### src/rtl/br_redirect_ctrl.sv
// Branch-resolution redirect controller: detects EX-stage mispredicts, issues a
// valid/ready redirect to fetch, drains the wrong-path IF/ID stages and counts mispredicts.
module br_redirect_ctrl #(
  parameter int unsigned FLUSH_CYCLES = 2,
  parameter int unsigned CNT_W        = 16
) (
  input  logic             clk,
  input  logic             rstn,
  input  logic             ex_valid,
  input  logic             ex_ifbr,
  input  logic [31:0]      ex_brresult,
  input  logic [31:0]      ex_pc,
  input  logic             ex_pred_taken,
  input  logic [31:0]      ex_pred_target,
  input  logic             ex_stall,
  input  logic             if_ready,
  output logic             redirect_valid,
  output logic [31:0]      redirect_pc,
  output logic             flush_if,
  output logic             flush_id,
  output logic             busy,
  output logic [CNT_W-1:0] mispredict_cnt
);

  typedef enum logic [1:0] {
    IDLE  = 2'd0,
    REDIR = 2'd1,
    DRAIN = 2'd2
  } state_t;

  localparam logic [3:0] DRAIN_LOAD = 4'(FLUSH_CYCLES - 1);

  state_t      state;
  logic [3:0]  drain_cnt;
  logic        resolve;
  logic        mispredict;
  logic [31:0] next_pc;

  // A stalled EX instruction is not final; it is evaluated once, when the stall lifts.
  always_comb begin
    resolve    = ex_valid & ~ex_stall & (state == IDLE);
    mispredict = (ex_ifbr != ex_pred_taken) |
                 (ex_ifbr & ex_pred_taken & (ex_brresult != ex_pred_target));
    next_pc    = ex_ifbr ? ex_brresult : (ex_pc + 32'd4);
  end

  always_ff @(posedge clk or negedge rstn) begin
    if (!rstn) begin
      state          <= IDLE;
      drain_cnt      <= '0;
      redirect_valid <= 1'b0;
      redirect_pc    <= '0;
      flush_if       <= 1'b0;
      flush_id       <= 1'b0;
      busy           <= 1'b0;
      mispredict_cnt <= '0;
    end else begin
      case (state)
        IDLE: begin
          if (resolve && mispredict) begin
            state          <= REDIR;
            redirect_valid <= 1'b1;
            redirect_pc    <= next_pc;
            flush_if       <= 1'b1;
            flush_id       <= 1'b1;
            busy           <= 1'b1;
            if (mispredict_cnt != '1) begin
              mispredict_cnt <= mispredict_cnt + CNT_W'(1);
            end
          end
        end
        REDIR: begin
          if (if_ready) begin
            redirect_valid <= 1'b0;
            drain_cnt      <= DRAIN_LOAD;
            state          <= DRAIN;
          end
        end
        DRAIN: begin
          if (drain_cnt == '0) begin
            state    <= IDLE;
            flush_if <= 1'b0;
            flush_id <= 1'b0;
            busy     <= 1'b0;
          end else begin
            drain_cnt <= drain_cnt - 4'd1;
          end
        end
        default: begin
          state          <= IDLE;
          redirect_valid <= 1'b0;
          flush_if       <= 1'b0;
          flush_id       <= 1'b0;
          busy           <= 1'b0;
        end
      endcase
    end
  end

endmodule

### config.mk
export PLATFORM = sky130hd
export DESIGN_NAME = br_redirect_ctrl
export DESIGN_NICKNAME = d
export VERILOG_FILES = /design/src/rtl/br_redirect_ctrl.sv
export SDC_FILE = /design/constraint.sdc
export NUM_CORES = 1
export LEC_CHECK = 0
export CORE_MARGIN = 8
export CORE_UTILIZATION = 47
export DETAILED_ROUTE_END_ITERATION = 12
export GPL_TIMING_DRIVEN = 0
export HOLD_SLACK_MARGIN = 0.12
export PLACE_DENSITY = 0.87
export SLEW_MARGIN = 20
export SYNTH_ARGS = -nofsm -noshare
export SYNTH_HDL_FRONTEND = slang
export SYNTH_SLANG_ARGS = --single-unit
### constraint.sdc
create_clock -name clk -period 3.6 [get_ports clk]
set_clock_uncertainty 0.15 [all_clocks]
set_input_delay 0.9 -clock clk [delete_from_list [all_inputs] [get_ports clk]]
set_output_delay 0.9 -clock clk [all_outputs]
set_load 0.02 [all_outputs]
==> run summary, run 1 <==
Kind of critical path -> in -> reg
Final Setup Violations -> 0
Pin count of the biggest net entering global routing -> 57
Final Power -> 0.00302 W
Post-CTS Setup Inserts -> 0
Core area -> 0.00769 mm^2
Rel. slew slack -> 50.8%
Clk buf depth -> 2
CTS buffer count -> 5
Largest fanout on the critical path -> 10
Gate count of the mapped netlist -> 390
Final instance area -> 0.00548 mm^2
CTS Hold Bufs -> 0
Max incr delay on CP -> 0.51 ns
Non-Filler Instances -> 654
Hold slack final -> 0.348 ns
Setup crit end kind -> register
Sequence of cells on the critical path -> clkdlybuf4s50_1 -> xor2_1 -> nor4_1 -> nand4_1 -> o211ai_2 -> nand2_4 -> buf_6 -> mux2_1
Worst-Skew Late Latency -> 0.32 ns
Clock sinks -> 56
Starting Density -> 48.4%
Req. time, crit path -> 3.66 ns
EDFF count, synth -> 0
Overall global routing resource usage -> 21.9%
Vias in the first global route -> 3,747
First-pass DRT Iterations -> 5
I/O Pins -> 155
Cells after DPL -> 646
Die H -> 105 um
Synth Flop Type -> dfrtp_1
Synth cell types -> 40
CTS tree -> built
Synth-to-Final Area Change -> 47.3%
Htree depth -> 2
Yosys reg bits -> 56
Final ANT Viol Nets -> 0
Hold Path Class -> reg -> reg
First-pass GRT wire length -> 19,600 um
Clock slew at reported path FFs -> 0.11 ns
Status -> finished, final reports clean
Final Max Slew Viols -> 0
Overflow after GRT -> 0
Net Count, Synth -> 497
RSZ-0062 raised after global routing -> false
Final Hold Viols -> 0
Initial drt markers -> 305
DRT Wirelength -> 12,400 um
DR vias -> 3,562
P per Cell Area -> 551 mW/mm^2
Post-CTS sizing -> 0
VDD IR-drop max -> 374 uV
Pleak -> 2.18 nW
Number of remaining DRC errors -> 0
Synth Warn # -> 0
Period minus WS final -> 3.34 ns
Full die area -> 0.0110 mm^2
Wire length per cell -> 19.0 um
Root Driver -> clkbuf_8
CP max-delay cell -> nor4_1
WP data arrival -> 3.40 ns
Die X -> 105 um
Final Cycle Share -> 92.8%
Sequential fraction of the synthesis area -> 37.7%
Setup TNS -> 0 ns
Actual slew at the worst max-slew pin -> 0.737 ns
Vias per cell -> 5.45
Port Buffers -> 154
GPL Wtd Cong -> 0.877
Inserted Diodes -> 0
Fin nets -> 658
Avg Synthesized Cell Area -> 9.53 um^2
Dpl hpwl -> 10,200 um
Synthesized cell area -> 0.00372 mm^2
Rows -> 32
Ys async rst share -> 100%
Ratio of cells with drive above 1 in the final layout -> 11.8%
Initial antenna violation count -> 0
Setup crit start kind -> input pin
Placed Area -> 0.00539 mm^2
Max-cap viol count -> 0
Achievable Freq -> 0.299 GHz
## cell usage after synthesis, types with 7 or more instances
library cell  instances  area, um^2
dfrtp_1              56        1400
nand2_1              54         203
xor2_1               49         429
mux2_2               36         405
o21ai_0              28         140
xnor2_1              25         219
nand3_1              17        85.1
nor4_1               16         100
nor2_1               15        56.3
a211oi_1             10        75.1
inv_1                10        37.5
nand4_1               8        50.1
clkbuf_1              7        26.3
## final cells by class
| class | count | area, um^2 |
|---|---|---|
| Fill cell | 601 | 2210 |
| Multi-Input combinational cell | 307 | 2180 |
| Timing Repair Buffer | 154 | 1540 |
| Sequential cell | 56 | 1400 |
| Tap cell | 102 | 128 |
| Buffer | 17 | 98.8 |
| Clock buffer | 5 | 68.8 |
| Inverter | 10 | 37.5 |
| Clock inverter | 3 | 25.0 |
## where the power goes
group	internal (W)	switching [W]	total [W]
Clock	0.000143	0.000230	0.000372
Combinational	0.000826	0.000757	0.00158
Sequential	0.000888	0.000176	0.00106
Total	0.00186	0.00116	0.00302
## metrics by stage
stage	utilization, %	setup slack, ns
global route	71.3	0.174
floorplan	-	0.920
finish	71.3	0.261
global placement	70.1	-0.311
CTS	71.3	0.266
detailed placement	70.1	-0.0780
## state kept, by name, summed over array words and instances, names as in the netlist
signal          count
busy                1
redirect_pc        32
drain_cnt           4
state               2
redirect_valid      1
mispredict_cnt     16
## routing by layer
metal,GRT usage (%),routed length [um],up-vias
li1,-,-,1691
met1,27.4,5220,1695
met2,36.4,6040,148
met3,5.22,825,28
met4,6.93,337,0
met5,0,0,-
## worst max-delay path: cells and delay by family
kind / cells / cell delay [ns]
and+or+nand+nor: 3 / 0.95
muxes: 1 / 0.31
AOI/OAI and AO/OA: 1 / 0.42
xor gates and xnor gates: 1 / 0.17
buffers and inverters: 2 / 0.63
## logic make-up (layout without fill, tap and decap cells)
group	after synthesis	in the layout	synth area share [%]
compound gates	53	53	8.95
xor+xnor	74	74	17.4
fa+ha+maj	4	4	1.35
buf+inv	27	189	3.67
flops	56	56	37.7
mux	41	41	12.7
simple gates	135	135	18.2
## path summary, 6_finish.rpt
path	start	to	slack, ns	depth (start not counted)
worst max-delay path	ex_brresult[22]	redirect_pc[10]$_DFFE_PN0P_	0.26	8
worst min-delay path	redirect_valid$_DFFE_PN0P_	redirect_valid$_DFFE_PN0P_	0.35	1
worst max register to register	state[1]$_DFFE_PN0P_	mispredict_cnt[15]$_DFFE_PN0P_	1.20	5
worst min register to register	redirect_valid$_DFFE_PN0P_	redirect_valid$_DFFE_PN0P_	0.35	1
max in group asynchronous	rstn	mispredict_cnt[4]$_DFFE_PN0P_	2.33	1
min in group asynchronous	rstn	redirect_pc[20]$_DFFE_PN0P_	0.48	1
## layout by cell type, fill, tap and decap left out, types with 2 or more instances in the layout
cell	Yosys	routed
a21oi_1	4	4
and4_1	3	3
clkdlybuf4s50_1	0	153
buf_6	3	3
and3_1	4	4
clkbuf_8	0	5
and2_1	2	2
xnor2_1	25	25
mux2_1	2	2
a2111oi_0	3	3
nor2_1	15	15
inv_1	10	10
clkbuf_1	7	7
nand4_1	8	8
nor4_1	16	16
inv_6	0	2
a21o_1	3	3
xor2_1	49	49
buf_4	2	3
ha_1	4	4
dfrtp_1	56	56
buf_2	4	4
mux2_4	3	3
mux2_2	36	36
nand3_1	17	17
or2_2	3	3
nand2_1	54	54
nor3_1	6	6
o21ai_0	28	28
a211oi_1	10	10
(Power assumes the default switching activity.)
==> run 2, diff against run 1 <==
--- a/config.mk
+++ b/config.mk
@@ -11,6 +11,7 @@
 export GPL_TIMING_DRIVEN = 0
 export HOLD_SLACK_MARGIN = 0.12
 export PLACE_DENSITY = 0.87
+export SETUP_SLACK_MARGIN = 0.02
 export SLEW_MARGIN = 20
 export SYNTH_ARGS = -nofsm -noshare
 export SYNTH_HDL_FRONTEND = slang
==> results of run 2 <==
The final DEF is identical to that of run 1; final timing and power are the same.
==> run 3, diff against run 2 <==
==> constraint.sdc (replaced) <==
create_clock -name clk -period 3.6 [get_ports clk]
set_clock_uncertainty 0.15 [all_clocks]
set_input_delay 0.54 -clock clk [delete_from_list [all_inputs] [get_ports clk]]
set_output_delay 0.54 -clock clk [all_outputs]
set_load 0.02 [all_outputs]
==> results of run 3 <==
Same layout as run 1 (identical final DEF). Status: finished, final reports clean.
Main changes from that run: setup slack after placement -0.0780 ns -> 0.282 ns; setup slack after layout 0.261 ns -> 0.621 ns; hold slack 0.348 ns -> 0.123 ns
